$ cat src/rtl/axi4_pkg.sv
// ============================================================================
// axi4_pkg: shared AXI4 response codes, responder FSM states and helpers.
// Revision: 1.0
// ============================================================================
`default_nettype none

package axi4_pkg;

  localparam int AXI_LEN_W = 8;

  typedef enum logic [1:0] {
    RESP_OKAY   = 2'b00,
    RESP_EXOKAY = 2'b01,
    RESP_SLVERR = 2'b10,
    RESP_DECERR = 2'b11
  } resp_t;

  typedef enum logic [1:0] {
    W_IDLE = 2'd0,
    W_DATA = 2'd1,
    W_RESP = 2'd2
  } wr_state_t;

  typedef enum logic {
    R_IDLE = 1'b0,
    R_DATA = 1'b1
  } rd_state_t;

  // 16-bit counter add that sticks at all-ones instead of wrapping
  function automatic logic [15:0] sat_add16(input logic [15:0] a, input logic [1:0] inc);
    logic [16:0] sum;
    sum = {1'b0, a} + {15'd0, inc};
    return sum[16] ? 16'hFFFF : sum[15:0];
  endfunction

endpackage

`default_nettype wire

$ cat src/rtl/axi4_default_slave_rd.sv
// ============================================================================
// axi4_default_slave_rd: read-side responder, returns arlen+1 zero DECERR beats.
// Revision: 1.0
// ============================================================================
`default_nettype none

module axi4_default_slave_rd
  import axi4_pkg::*;
#(
  parameter int ID_WIDTH = 4
) (
  input  logic                 clk,
  input  logic                 rst_n,
  input  logic [ID_WIDTH-1:0]  arid,
  input  logic [AXI_LEN_W-1:0] arlen,
  input  logic                 arvalid,
  output logic                 arready,
  output logic [ID_WIDTH-1:0]  rid,
  output logic                 rlast,
  output logic                 rvalid,
  input  logic                 rready
);

  rd_state_t            state_q;
  logic [AXI_LEN_W-1:0] beat_cnt_q;
  logic                 arready_q;
  logic                 rvalid_q;
  logic                 rlast_q;
  logic [ID_WIDTH-1:0]  rid_q;

  // rlast is precomputed one beat ahead so it is a flop output, equal to (beat_cnt == 0)
  always_ff @(posedge clk or negedge rst_n) begin
    if (!rst_n) begin
      state_q    <= R_IDLE;
      beat_cnt_q <= '0;
      arready_q  <= 1'b1;
      rvalid_q   <= 1'b0;
      rlast_q    <= 1'b0;
      rid_q      <= '0;
    end else begin
      case (state_q)
        R_IDLE: begin
          if (arvalid && arready_q) begin
            rid_q      <= arid;
            beat_cnt_q <= arlen;
            rlast_q    <= (arlen == '0);
            rvalid_q   <= 1'b1;
            arready_q  <= 1'b0;
            state_q    <= R_DATA;
          end
        end
        R_DATA: begin
          if (rready) begin
            if (rlast_q) begin
              rvalid_q  <= 1'b0;
              rlast_q   <= 1'b0;
              arready_q <= 1'b1;
              state_q   <= R_IDLE;
            end else begin
              beat_cnt_q <= beat_cnt_q - 1'b1;
              rlast_q    <= (beat_cnt_q == AXI_LEN_W'(1));
            end
          end
        end
        default: begin
          state_q   <= R_IDLE;
          arready_q <= 1'b1;
          rvalid_q  <= 1'b0;
          rlast_q   <= 1'b0;
        end
      endcase
    end
  end

  assign arready = arready_q;
  assign rvalid  = rvalid_q;
  assign rlast   = rlast_q;
  assign rid     = rid_q;

endmodule

`default_nettype wire

$ cat src/rtl/axi4_default_slave.sv
// ============================================================================
// axi4_default_slave: DECERR responder for undecoded AXI4 accesses.
// Optional error log enabled by defining AXI4_DEFAULT_SLAVE_LOG_EN.
// Revision: 1.0
// ============================================================================
`default_nettype none

module axi4_default_slave
  import axi4_pkg::*;
#(
  parameter int ID_WIDTH   = 4,
  parameter int ADDR_WIDTH = 32,
  parameter int DATA_WIDTH = 32
) (
  input  logic                    clk,
  input  logic                    rst_n,
`ifdef AXI4_DEFAULT_SLAVE_LOG_EN
  output logic [ADDR_WIDTH-1:0]   err_addr,
  output logic                    err_is_wr,
  output logic [15:0]             err_cnt,
`endif
  input  logic [ID_WIDTH-1:0]     awid,
  input  logic [ADDR_WIDTH-1:0]   awaddr,
  input  logic [AXI_LEN_W-1:0]    awlen,
  input  logic                    awvalid,
  output logic                    awready,
  input  logic [DATA_WIDTH-1:0]   wdata,
  input  logic [DATA_WIDTH/8-1:0] wstrb,
  input  logic                    wlast,
  input  logic                    wvalid,
  output logic                    wready,
  output logic [ID_WIDTH-1:0]     bid,
  output logic [1:0]              bresp,
  output logic                    bvalid,
  input  logic                    bready,
  input  logic [ID_WIDTH-1:0]     arid,
  input  logic [ADDR_WIDTH-1:0]   araddr,
  input  logic [AXI_LEN_W-1:0]    arlen,
  input  logic                    arvalid,
  output logic                    arready,
  output logic [ID_WIDTH-1:0]     rid,
  output logic [DATA_WIDTH-1:0]   rdata,
  output logic [1:0]              rresp,
  output logic                    rlast,
  output logic                    rvalid,
  input  logic                    rready
);

  wr_state_t           wr_state_q;
  logic                awready_q;
  logic                wready_q;
  logic                bvalid_q;
  logic [ID_WIDTH-1:0] bid_q;
  logic                aw_hs;

  assign aw_hs = awvalid && awready_q;

  // Write path: one AW at a time, W beats drained until wlast regardless of awlen
  always_ff @(posedge clk or negedge rst_n) begin
    if (!rst_n) begin
      wr_state_q <= W_IDLE;
      awready_q  <= 1'b1;
      wready_q   <= 1'b0;
      bvalid_q   <= 1'b0;
      bid_q      <= '0;
    end else begin
      case (wr_state_q)
        W_IDLE: begin
          if (aw_hs) begin
            bid_q      <= awid;
            awready_q  <= 1'b0;
            wready_q   <= 1'b1;
            wr_state_q <= W_DATA;
          end
        end
        W_DATA: begin
          if (wvalid && wready_q && wlast) begin
            wready_q   <= 1'b0;
            bvalid_q   <= 1'b1;
            wr_state_q <= W_RESP;
          end
        end
        W_RESP: begin
          if (bready) begin
            bvalid_q   <= 1'b0;
            awready_q  <= 1'b1;
            wr_state_q <= W_IDLE;
          end
        end
        default: begin
          wr_state_q <= W_IDLE;
          awready_q  <= 1'b1;
          wready_q   <= 1'b0;
          bvalid_q   <= 1'b0;
        end
      endcase
    end
  end

  assign awready = awready_q;
  assign wready  = wready_q;
  assign bvalid  = bvalid_q;
  assign bid     = bid_q;
  assign bresp   = RESP_DECERR;

  axi4_default_slave_rd #(
    .ID_WIDTH (ID_WIDTH)
  ) u_rd (
    .clk     (clk),
    .rst_n   (rst_n),
    .arid    (arid),
    .arlen   (arlen),
    .arvalid (arvalid),
    .arready (arready),
    .rid     (rid),
    .rlast   (rlast),
    .rvalid  (rvalid),
    .rready  (rready)
  );

  assign rdata = '0;
  assign rresp = RESP_DECERR;

`ifdef AXI4_DEFAULT_SLAVE_LOG_EN
  logic                  ar_hs;
  logic [1:0]            log_inc;
  logic [ADDR_WIDTH-1:0] err_addr_q;
  logic                  err_is_wr_q;
  logic [15:0]           err_cnt_q;
  logic [15:0]           err_cnt_d;

  assign ar_hs     = arvalid && arready;
  assign log_inc   = {1'b0, aw_hs} + {1'b0, ar_hs};
  assign err_cnt_d = sat_add16(err_cnt_q, log_inc);

  // A simultaneous AW and AR logs the write address but counts both
  always_ff @(posedge clk or negedge rst_n) begin
    if (!rst_n) begin
      err_addr_q  <= '0;
      err_is_wr_q <= 1'b0;
      err_cnt_q   <= '0;
    end else begin
      if (aw_hs) begin
        err_addr_q  <= awaddr;
        err_is_wr_q <= 1'b1;
      end else if (ar_hs) begin
        err_addr_q  <= araddr;
        err_is_wr_q <= 1'b0;
      end
      err_cnt_q <= err_cnt_d;
    end
  end

  assign err_addr  = err_addr_q;
  assign err_is_wr = err_is_wr_q;
  assign err_cnt   = err_cnt_q;

  logic unused_ok;
  assign unused_ok = ^{awlen, wdata, wstrb};
`else
  logic unused_ok;
  assign unused_ok = ^{awaddr, araddr, awlen, wdata, wstrb};
`endif

endmodule

`default_nettype wire
$ cat config.mk
export PLATFORM = sky130hd
export DESIGN_NAME = axi4_default_slave
export DESIGN_NICKNAME = d
export VERILOG_FILES = /design/src/rtl/axi4_pkg.sv /design/src/rtl/axi4_default_slave_rd.sv /design/src/rtl/axi4_default_slave.sv
export SDC_FILE = /design/constraint.sdc
export NUM_CORES = 1
export LEC_CHECK = 0
export ABC_CLOCK_PERIOD_IN_PS = 2450
export CORE_MARGIN = 10
export CORE_UTILIZATION = 29
export DETAILED_ROUTE_END_ITERATION = 16
export PLACE_DENSITY_LB_ADDON = 0.2
export SYNTH_ARGS = -nofsm -noshare
export SYNTH_HDL_FRONTEND = slang
export SYNTH_SLANG_ARGS = --single-unit
$ cat constraint.sdc
create_clock -name clk -period 2.45 [get_ports clk]
set_input_delay 0.6125 -clock clk [delete_from_list [all_inputs] [get_ports clk]]
set_output_delay 0.6125 -clock clk [all_outputs]
set_load 0.05 [all_outputs]
; Word-level counts from Yosys, hierarchy flattened
; Index checks and enable logic that the tools add are counted.
[totals]
register_bits = 25
inputBits = 132
out_inout_bits = 50
wordCells = 74
[op_classes]
add_sub_neg = 1
eq_ne = 10
mux = 33
bitwise_logic = 4
reduce_logical = 15
[op_table]
columns = operator, n
row1 = $mux 8, 3
row2 = $mux 1, 18
row3 = $reduce_and 3->1, 6
row4 = $pmux 8 s2, 1
row5 = $ne 2x2->1 const B, 6
row6 = $pmux 1 s3, 3
row7 = $eq 8x1->1 const B, 1
row8 = $logic_not 8->1, 1
row9 = $pmux 1 s2, 4
row10 = $sub 8x1->8 const B, 1
row11 = $mux 2, 3
row12 = $pmux 2 s3, 1
row13 = $reduce_and 2->1, 3
row14 = $logic_and 1x1->1, 4
row15 = $not 1->1, 4
row16 = $eq 2x1->1 const B, 1
row17 = $eq 2x2->1 const B, 1
row18 = $logic_not 2->1, 1
row19 = $ne 2x1->1 const B, 1

; Longest topological paths before layout
; Gate-level depths: netlist (run 1).
[logic_depth]
depth_word = 4
ltp_mapped = 5
mapped_depth_nobuf = 5

; Modules after synthesis
; A second synthesis (run 1) with hierarchy kept.
[hier_totals]
hier_cells = 170
hier_area_um2 = 1565.3
[modules_own_cells]
columns = mod, n_inst, cells_each, area_each_um2, seq_area_each_um2
row1 = axi4_default_slave_rd, 1, 102, 903.4, 401.6
row2 = axi4_default_slave, 1, 68, 661.9, 226.5

; Worst setup path after synthesis (run 1)
; OpenSTA, ideal clock, no wires.
[synth_timing]
kind = reg-to-reg
from = register awready_q, in the netlist awready
to = register bid_q[0], in the netlist bid[0]
setup_time_ns = 0.125
t_arrival_ns = 1.572
required_time_ns = 2.325
setup_slack_ns = 0.754
stages_incl_launch_ff = 3
path_buffers = 0
synth_period_minus_slack_ns = 1.696
path_cell_list = dfstp_2 -> nor3b_1 -> mux2_2
[synth_between]
elab_chain_cells = 2
[synth_rtl]
columns = element, line
row1 = from (decl), axi4_default_slave.sv:50  ; logic awready_q;
row2 = from (signal assigned), axi4_default_slave.sv:62  ; awready_q <= 1'b1;
row3 = from (signal assigned), axi4_default_slave.sv:71  ; awready_q <= 1'b0;
row4 = from (signal assigned), axi4_default_slave.sv:86  ; awready_q <= 1'b1;
row5 = $logic_and 1x1->1, axi4_default_slave.sv:56  ; assign aw_hs = awvalid && awready_q;
row6 = $reduce_and 2->1 (no source line), n/a
row7 = to (signal assigned), axi4_default_slave.sv:70  ; bid_q <= awid;
row8 = to (decl), axi4_default_slave.sv:53  ; logic [ID_WIDTH-1:0] bid_q;
; No other way between the ends.
; A chain may end at the register's enable or synchronous reset.

; Worst setup path in the final report (run 1)
[layout_timing]
from = register awready_q, in the netlist awready
to = output awready
[layout_lines]
columns = element, line
row1 = to (decl), axi4_default_slave.sv:26  ; output logic awready,
; No word-level cell between the ends.

==> results.py, run 1 <==
metrics = {
    "outcome": {
        "outcome": "finished, final reports clean",
    },
    "sta": {
        "slew_violations": 0,
        "layout_setup_ws_ps": 184,
        "finalCriticalPeriod_ps": 2270,
        "maxSlewHeadroom_pct": 65.0,
        "post-route-period-util_pct": 92.5,
        "max_freq_mhz": 441,
        "fin_tns_setup_ps": 0,
        "whs_ps": 476,
        "worst_slew_pin_slew_ps": 523,
        "clock_skew_ps": 3.30,
        "grt_setup_unrepaired": "false",
        "final-hold-violation-count": 0,
        "setup_viol": 0,
    },
    "floorplanning": {
        "dieArea_sq_um": 8580,
        "die_h_um": 92.6,
        "die_w_um": 92.6,
        "core_area_sq_um": 5110,
        "num_io_pins": 182,
        "rows": 26,
        "initial_utilization_pct": 29.9,
    },
    "placed_design": {
        "dp_hpwl_um": 2950,
        "place_area_sq_um": 1860,
        "place_inst": 270,
        "place.gp.congestion": 0.832,
        "portBuffers": 37,
        "dp_slack_ps": 230,
    },
    "clock_network": {
        "postCtsSetupBuffers": 0,
        "htree_levels": 1,
        "clk_pin_slew_worst_paths_ps": 90,
        "postCtsResizedCells": 0,
        "worstSkewPairLatency_ps": 270,
        "cts_tree": "done",
        "root_buffer": "clkbuf_8",
        "cts_buffers": 3,
        "cts_buffer_depth": 2,
        "ctsHoldBuffers": 0,
        "cts_num_sinks": 25,
    },
    "layout": {
        "fin_area_sq_um": 1900,
        "drive_above_1_share_pct": 10.3,
        "nets": 339,
        "diodes": 0,
        "final_cells": 274,
        "area_growth_pct": 24.4,
        "utilization_pct": 37.2,
    },
    "yosys": {
        "synth-simple-area-share_pct": 15.6,
        "synth_mux_area_share_pct": 5.89,
        "synth_compound_area_share_pct": 14.5,
        "ys.flop_type": "dfrtp_1",
        "netlist_area_sq_um": 1530,
        "postSynth.asyncResetShare_pct": 100,
        "synth.distinct_cells": 38,
        "synth_seq_cells": 25,
        "synth_top_family_by_area": "buffers and inverters",
        "synth_adder_area_share_pct": 1.64,
        "syn_inst": 164,
        "yosysWarningCount": 0,
        "synth-edff-count": 0,
        "ys_seq_area_share_pct": 41.1,
        "avgSynthCellArea_sq_um": 9.32,
        "yosys.area_share.xor_xnor_pct": 0,
    },
    "power_and_ir_drop": {
        "comb_power_share_pct": 50.1,
        "finalPower_mw": 1.90,
        "leakagePower_nw": 0.826,
        "internal_power_mw": 1.01,
        "seq_power_share_pct": 36.7,
        "ir_drop_v": 0.000424,
        "power_density_nw_per_um2": 999,
        "swShare_pct": 47.1,
        "clkPwrFrac_pct": 13.2,
        "net-switching-power_mw": 0.895,
    },
    "routing": {
        "firstDrtPassIters": 4,
        "routed_wl_um": 3730,
        "remaining_drc_errors": 0,
        "via_per_inst": 4.27,
        "drtIter0Drc": 60,
        "ant_nets": 0,
        "vias": 1169,
        "route.detailed.wl_per_inst_um": 13.6,
    },
    "worst_hold_path": {
        "hp-class": "reg2reg",
    },
    "global_route": {
        "grt_usage_pct": 8.92,
        "grt_max_degree": 26,
        "antenna_found_initial": 0,
        "overflow": 0,
        "grt_pass1_wl_um": 6350,
        "grt_pass1_vias": 1295,
    },
    "worst_setup_path": {
        "cp_slowest_cell": "clkdlybuf4s50_1",
        "arrival_ps": 1650,
        "critical_path.endpoint_type": "primary output",
        "max_stage_delay_ps": 810,
        "start_kind": "flop",
        "critPathMaxFanout": 5,
        "critPathKind": "reg2out",
        "critical_path.top_delay_family": "buffers and inverters",
        "path_cells": "clkdlybuf4s50_1",
        "crit_required_ps": 1840,
        "cp_num_buf_inv": 1,
    },
    "run": {
        "maxCapViolCount": 0,
    },
}
-- cells in the mapped netlist, drive strengths merged, types with 2 or more instances --
master,n,share of area [%]
dfrtp,23,38
inv,7,1.7
mux2,8,5.9
a21oi,8,2.6
o21ai,10,3.3
nor4,2,0.82
conb,2,0.49
a31oi,2,0.82
nand3b,2,0.98
dfstp,2,3.4
nor3,6,2.0
nand2,14,3.4
nand3,6,2.0
o22ai,2,0.82
buf,39,19
ha,2,1.6
nor2,10,2.5
-- per-layer routing --
| metal | routed length (um) | global-route usage [%] | vias to the layer above |
|---|---|---|---|
| met2 | 1760 | 14.7 | 42 |
| met5 | 0 | 0 | - |
| met1 | 1620 | 10.6 | 545 |
| met3 | 285 | 2.82 | 4 |
| li1 | - | - | 578 |
| met4 | 53 | 3.47 | 0 |
-- placed cells by master (no fill, tap or decap), types with 3 or more instances in the layout --
cell	n
a21oi_1	8
buf_4	4
clkbuf_8	3
clkdlybuf4s50_1	37
conb_1	36
dfrtp_1	23
inv_1	7
mux2_2	8
nand2_1	14
nand3_1	6
nor2_1	10
nor3_1	6
o21ai_0	9
-- cell families (layout without fill, tap and decap cells) --
group,after synthesis,in the layout
muxes,8,8
AOI/OAI and AO/OA,32,32
other,2,36
DFF,25,25
adders and majority gates,2,2
buffers and inverters,47,53
and+or+nand+nor,48,48
-- final cells by class --
type | instances | area, sq um
repair buffers | 41 | 400
flip-flops and latches | 25 | 628
clock buffers | 4 | 45.0
inverters | 8 | 30.0
multi-input cells | 126 | 711
well taps | 70 | 87.6
fillers | 532 | 3210
-- flip-flops by register name (all words and copies together) (netlist names) --
| signal | count |
|---|---|
| u_rd.arready | 1 |
| u_rd.rid | 4 |
| u_rd.beat_cnt_q | 8 |
| wready | 1 |
| awready | 1 |
| u_rd.state_q | 1 |
| bvalid | 1 |
| u_rd.rlast | 1 |
| bid | 4 |
| wr_state_q | 2 |
| u_rd.rvalid | 1 |
-- path summary, 6_finish.rpt --
kind / from / end / slack [ps] / depth (start not counted)
worst max-delay path: awready / awready / 180 / 1
worst min-delay path: u_rd.rvalid / u_rd.rvalid / 480 / 2
worst max register to register: u_rd.state_q / u_rd.beat_cnt_q[4] / 660 / 4
worst min register to register: u_rd.rvalid / u_rd.rvalid / 480 / 2
max in group asynchronous: rst_n / u_rd.arready / 1450 / 2
min in group asynchronous: rst_n / bid[3] / 700 / 2
-- power groups by stage --
stage	Clock [mW]	Sequential [mW]	Combinational [mW]
2_1_floorplan	0	0.871	0.555
3_3_place_gp	0	0.705	0.954
3_5_place_dp	0	0.706	0.959
4_1_cts	0.264	0.697	0.963
5_1_grt	0.283	0.728	1.04
6_report	0.250	0.698	0.952
Power figures use the tool's default switching activity.
==> run 2, diff against run 1 <==
- GPL_TIMING_DRIVEN: unset -> 0
- REMOVE_ABC_BUFFERS: unset -> 1
==> run 2 against run 1 <==
Combinational power decreased by 1%; first-iteration DRC count down 10%; clock power grew 5%; final area fell by 1.4%; utilization down 0.51 points; fmax shrank 0.27%; sequential share of layout area is 0.46 points higher; count of clock-buffer cells in the layout is 1 lower; via count is 2.1% higher; clock skew shrank 2.4 ps.
==> results.py, run 2 (same netlist as run 1, synthesis figures left out) <==
metrics = {
    "floorplanning": {
        "rows": 26,
        "initial_utilization_pct": 29.9,
        "die_w_um": 92.6,
        "die_h_um": 92.6,
        "num_io_pins": 182,
        "dieArea_sq_um": 8580,
        "core_area_sq_um": 5110,
    },
    "clock_network": {
        "cts_buffers": 3,
        "postCtsSetupBuffers": 0,
        "cts_num_sinks": 25,
        "worstSkewPairLatency_ps": 270,
        "cts_buffer_depth": 2,
        "postCtsResizedCells": 0,
        "ctsHoldBuffers": 0,
        "clk_pin_slew_worst_paths_ps": 100,
        "htree_levels": 1,
        "cts_tree": "done",
        "root_buffer": "clkbuf_8",
    },
    "sta": {
        "clock_skew_ps": 0.893,
        "maxSlewHeadroom_pct": 23.9,
        "fin_tns_setup_ps": 0,
        "slew_violations": 0,
        "grt_setup_unrepaired": "false",
        "max_freq_mhz": 440,
        "finalCriticalPeriod_ps": 2270,
        "setup_viol": 0,
        "post-route-period-util_pct": 92.7,
        "worst_slew_pin_slew_ps": 1140,
        "final-hold-violation-count": 0,
    },
    "layout": {
        "largest_reg_flops": 8,
        "top_register": "u_rd.beat_cnt_q",
        "fin_area_sq_um": 1880,
        "fillers": 544,
        "drive_above_1_share_pct": 9.00,
        "layout_commonest_cell": "clkdlybuf4s50_1",
        "nets": 335,
        "multi_input_area_sq_um": 711,
        "diodes": 0,
        "area_growth_pct": 22.7,
        "seq_area_sq_um": 628,
        "most-common-layout-cells": "clkdlybuf4s50_1, conb_1, dfrtp_1",
    },
    "power_and_ir_drop": {
        "leakagePower_nw": 0.806,
        "clkPwrFrac_pct": 13.8,
        "swShare_pct": 47.7,
        "seq_power_share_pct": 36.8,
        "comb_power_share_pct": 49.4,
        "finalPower_mw": 1.90,
        "power_density_nw_per_um2": 1010,
        "net-switching-power_mw": 0.907,
        "ir_drop_v": 0.000313,
        "internal_power_mw": 0.994,
    },
    "global_route": {
        "overflow": 0,
        "grt_max_degree": 26,
        "grt_pass1_wl_um": 6240,
        "grt_usage_pct": 8.69,
        "antenna_found_initial": 0,
        "grt_pass1_vias": 1277,
    },
    "routing": {
        "ant_nets": 0,
        "route.detailed.wl_per_inst_um": 14.0,
        "drtIter0Drc": 54,
        "routed_wl_um": 3770,
        "remaining_drc_errors": 0,
        "firstDrtPassIters": 4,
        "vias": 1193,
        "via_per_inst": 4.42,
    },
    "worst_setup_path": {
        "arrival_ps": 1660,
        "worstReg2RegStart": "u_rd.state_q",
        "critical_path.endpoint_type": "primary output",
        "rrSetupSlack_ps": 330,
        "start_kind": "flop",
        "path_cells": "clkdlybuf4s50_1",
        "critical_path.top_delay_family": "buffers and inverters",
        "critPathMaxFanout": 5,
        "cp_slowest_cell": "clkdlybuf4s50_1",
        "timing.rr.end": "u_rd.beat_cnt_q[4]",
        "crit_required_ps": 1840,
        "critPathKind": "reg2out",
        "reg2reg_depth": 4,
        "cp_num_buf_inv": 1,
        "max_stage_delay_ps": 810,
    },
    "worst_hold_path": {
        "min_from": "u_rd.rvalid",
        "min_path_cells": 2,
        "holdPathEnd": "u_rd.rvalid",
        "hp-class": "reg2reg",
    },
    "run": {
        "maxCapViolCount": 0,
    },
    "placed_design": {
        "portBuffers": 37,
        "dp_hpwl_um": 2980,
        "place_area_sq_um": 1830,
        "place.gp.congestion": 0.773,
    },
    "outcome": {
        "outcome": "finished, final reports clean",
    },
}
-- run 2: cell types whose count changed in the layout (fill, tap and decap cells not counted), sizes merged --
| cell | change |
|---|---|
| buf | -4 |
| clkbuf | -1 |
| clkinvlp | +1 |
-- run 2: layout make-up --
| class | count | share of cell area [%] |
|---|---|---|
| multi-input combinational | 126 | 37.9 |
| sequential | 25 | 33.5 |
| timing repair buffer | 37 | 19.7 |
| tap | 70 | 4.67 |
| clock buffer | 3 | 2.20 |
| inverter | 8 | 1.60 |
| clock inverter | 1 | 0.400 |
-- run 2: metrics by stage --
step | util, % | worst slack (ps) | hold WS (ps) | cells
2_1_floorplan | - | 657 | 317 | 159
3_3_place_gp | 35.8 | -88.6 | 477 | 266
3_5_place_dp | 35.8 | -65.3 | 474 | 266
4_1_cts | 36.7 | 163 | 499 | 270
5_1_grt | 36.7 | 46.4 | 542 | 270
6_report | 36.7 | 178 | 489 | 270
-- run 2: power groups by stage --
stage	Combinational, mW	Sequential, mW	Clock [mW]
6_report	0.939	0.700	0.262
5_1_grt	1.03	0.727	0.296
4_1_cts	0.949	0.702	0.274
3_5_place_dp	0.947	0.710	0
3_3_place_gp	0.944	0.704	0
2_1_floorplan	0.483	0.881	0
-- run 2: worst max-delay path by stage --
stage,startpoint,slack [ps],to,depth (start not counted)
after floorplan,u_rd.arready,660,u_rd.beat_cnt_q[4],4
after global placement,arvalid,-90,u_rd.beat_cnt_q[4],5
after detailed placement,arvalid,-70,u_rd.beat_cnt_q[4],5
after CTS,u_rd.arready,160,arready,1
after global routing,u_rd.state_q,50,u_rd.beat_cnt_q[4],4
final,awready,180,awready,1
-- run 2: layer usage --
layer  global-route usage, %  routed length, um
met1                    10.7               1760
met2                    13.9               1680
met3                    4.20                313
met4                   0.771                 19
met5                       0                  0
==> run 3, diff against run 2 <==
- CORE_UTILIZATION: 29 -> 30
- CTS_BUF_LIST: unset -> sky130_fd_sc_hd__clkbuf_4
==> run 3 against run 2 <==
Final area decreased by 1.2%; combinational power hardly changed; fmax shrank 3.3%; sequential share of layout area is 0.41 points higher; via count decreased by 1.0%; register-to-register slack worse by 110 ps; sequential power barely moved; critical path depth did not move; die area shrank 2.6%; critical endpoint is now arready.
==> results.py, run 3 (same netlist as run 1, synthesis figures left out) <==
metrics = {
    "outcome": {
        "outcome": "finished, final reports clean",
    },
    "global_route": {
        "grt_pass1_wl_um": 5870,
        "grt_max_degree": 26,
        "grt_pass1_vias": 1221,
        "grt_usage_pct": 8.26,
        "antenna_found_initial": 0,
        "overflow": 0,
    },
    "sta": {
        "layout_setup_ws_ps": 99.6,
        "final-hold-violation-count": 0,
        "max_freq_mhz": 425,
        "clock_skew_ps": 3.10,
        "grt_setup_unrepaired": "false",
        "worst_slew_pin_slew_ps": 1100,
        "fin_tns_setup_ps": 0,
        "setup_viol": 0,
        "finalCriticalPeriod_ps": 2350,
        "slew_violations": 0,
        "post-route-period-util_pct": 95.9,
        "maxSlewHeadroom_pct": 26.1,
    },
    "layout": {
        "largest_reg_flops": 8,
        "most-common-layout-cells": "clkdlybuf4s50_1, conb_1, dfrtp_1",
        "nets": 335,
        "final_cells": 267,
        "area_growth_pct": 21.2,
        "layout_commonest_cell": "clkdlybuf4s50_1",
        "multi_input_area_sq_um": 711,
        "drive_above_1_share_pct": 9.00,
        "utilization_pct": 38.5,
        "fillers": 513,
        "top_register": "u_rd.beat_cnt_q",
        "diodes": 0,
        "seq_area_sq_um": 628,
    },
    "floorplanning": {
        "num_io_pins": 182,
        "core_area_sq_um": 4820,
        "die_w_um": 91.4,
        "rows": 25,
        "initial_utilization_pct": 31.7,
        "die_h_um": 91.4,
        "dieArea_sq_um": 8350,
    },
    "clock_network": {
        "root_buffer": "clkbuf_4",
        "postCtsResizedCells": 0,
        "cts_buffers": 3,
        "cts_tree": "done",
        "ctsHoldBuffers": 0,
        "worstSkewPairLatency_ps": 330,
        "cts_num_sinks": 25,
        "clk_pin_slew_worst_paths_ps": 140,
        "cts_buffer_depth": 2,
        "postCtsSetupBuffers": 0,
        "htree_levels": 1,
    },
    "placed_design": {
        "place.gp.congestion": 0.779,
        "portBuffers": 37,
        "dp_slack_ps": -115,
        "place_inst": 263,
        "dp_hpwl_um": 2880,
    },
    "power_and_ir_drop": {
        "seq_power_share_pct": 38.0,
        "comb_power_share_pct": 51.3,
        "internal_power_mw": 0.941,
        "clkPwrFrac_pct": 10.7,
        "swShare_pct": 48.8,
        "leakagePower_nw": 0.798,
        "power_density_nw_per_um2": 991,
        "ir_drop_v": 0.000295,
        "net-switching-power_mw": 0.895,
    },
    "routing": {
        "remaining_drc_errors": 0,
        "firstDrtPassIters": 4,
        "drtIter0Drc": 60,
        "ant_nets": 0,
        "vias": 1181,
        "via_per_inst": 4.42,
        "route.detailed.wl_per_inst_um": 13.4,
        "routed_wl_um": 3590,
    },
    "worst_setup_path": {
        "worstReg2RegStart": "u_rd.state_q",
        "cp.depth": 1,
        "timing.rr.end": "u_rd.beat_cnt_q[4]",
        "critPathKind": "reg2out",
        "critical_path.top_delay_family": "buffers and inverters",
        "crit_required_ps": 1840,
        "start_kind": "flop",
        "cp_slowest_cell": "clkdlybuf4s50_1",
        "rrSetupSlack_ps": 220,
        "critPathMaxFanout": 4,
        "critical_path.endpoint_type": "primary output",
        "max_stage_delay_ps": 830,
        "path_cells": "clkdlybuf4s50_1",
        "cp_num_buf_inv": 1,
        "reg2reg_depth": 4,
        "arrival_ps": 1740,
    },
    "worst_hold_path": {
        "holdPathEnd": "u_rd.rvalid",
        "min_path_cells": 2,
        "min_from": "u_rd.rvalid",
        "hp-class": "reg2reg",
    },
    "run": {
        "maxCapViolCount": 0,
    },
}
-- run 3: worst max path at each step --
stage | startpoint | end | slack, ps
finish | u_rd.arready | arready | 100
global route | awready | awready | 20
CTS | u_rd.arready | arready | 70
detailed placement | arvalid | u_rd.beat_cnt_q[4] | -120
global placement | arvalid | u_rd.beat_cnt_q[4] | -100
floorplan | u_rd.arready | u_rd.beat_cnt_q[4] | 660
-- run 3: power groups by stage --
stage          registers, mW  clock network (mW)  logic [mW]
3_5_place_dp           0.709                   0       0.945
6_report               0.699               0.196       0.942
4_1_cts                0.700               0.207       0.947
5_1_grt                0.721               0.226        1.01
3_3_place_gp           0.704                   0       0.942
2_1_floorplan          0.881                   0       0.483
-- run 3: layer usage --
metal  track usage (%)  vias up  wire length (um)
met5                 0        -                 0
met4              1.57        0                21
met3              3.95        4               306
met2              12.1       56              1530
met1              10.7      553              1730
li1                  -      568                 -
-- run 3: area by class of cell --
cell class                      instances  share of cell area [%]
Timing Repair Buffer                   37                    20.0
Sequential cell                        25                    33.9
Clock buffer                            3                    1.22
Clock inverter                          1                   0.405
Multi-Input combinational cell        126                    38.4
Tap cell                               67                    4.52
Inverter                                8                    1.62
-- run 3: per-stage QoR --
| stage | area (sq um) | power, mW | hold slack, ps |
|---|---|---|---|
| finish | 1850 | 1.84 | 498 |
| floorplan | 1370 | 1.36 | 317 |
| global placement | 1820 | 1.65 | 460 |
| global route | 1850 | 1.96 | 525 |
| detailed placement | 1820 | 1.65 | 470 |
| CTS | 1850 | 1.85 | 503 |
-- run 3: worst register-to-register path, delay by kind of cell, from the launching register on --
family	cells	cell delay (ps)
compound gates	2	440
simple gates	2	1010
flops	1	670
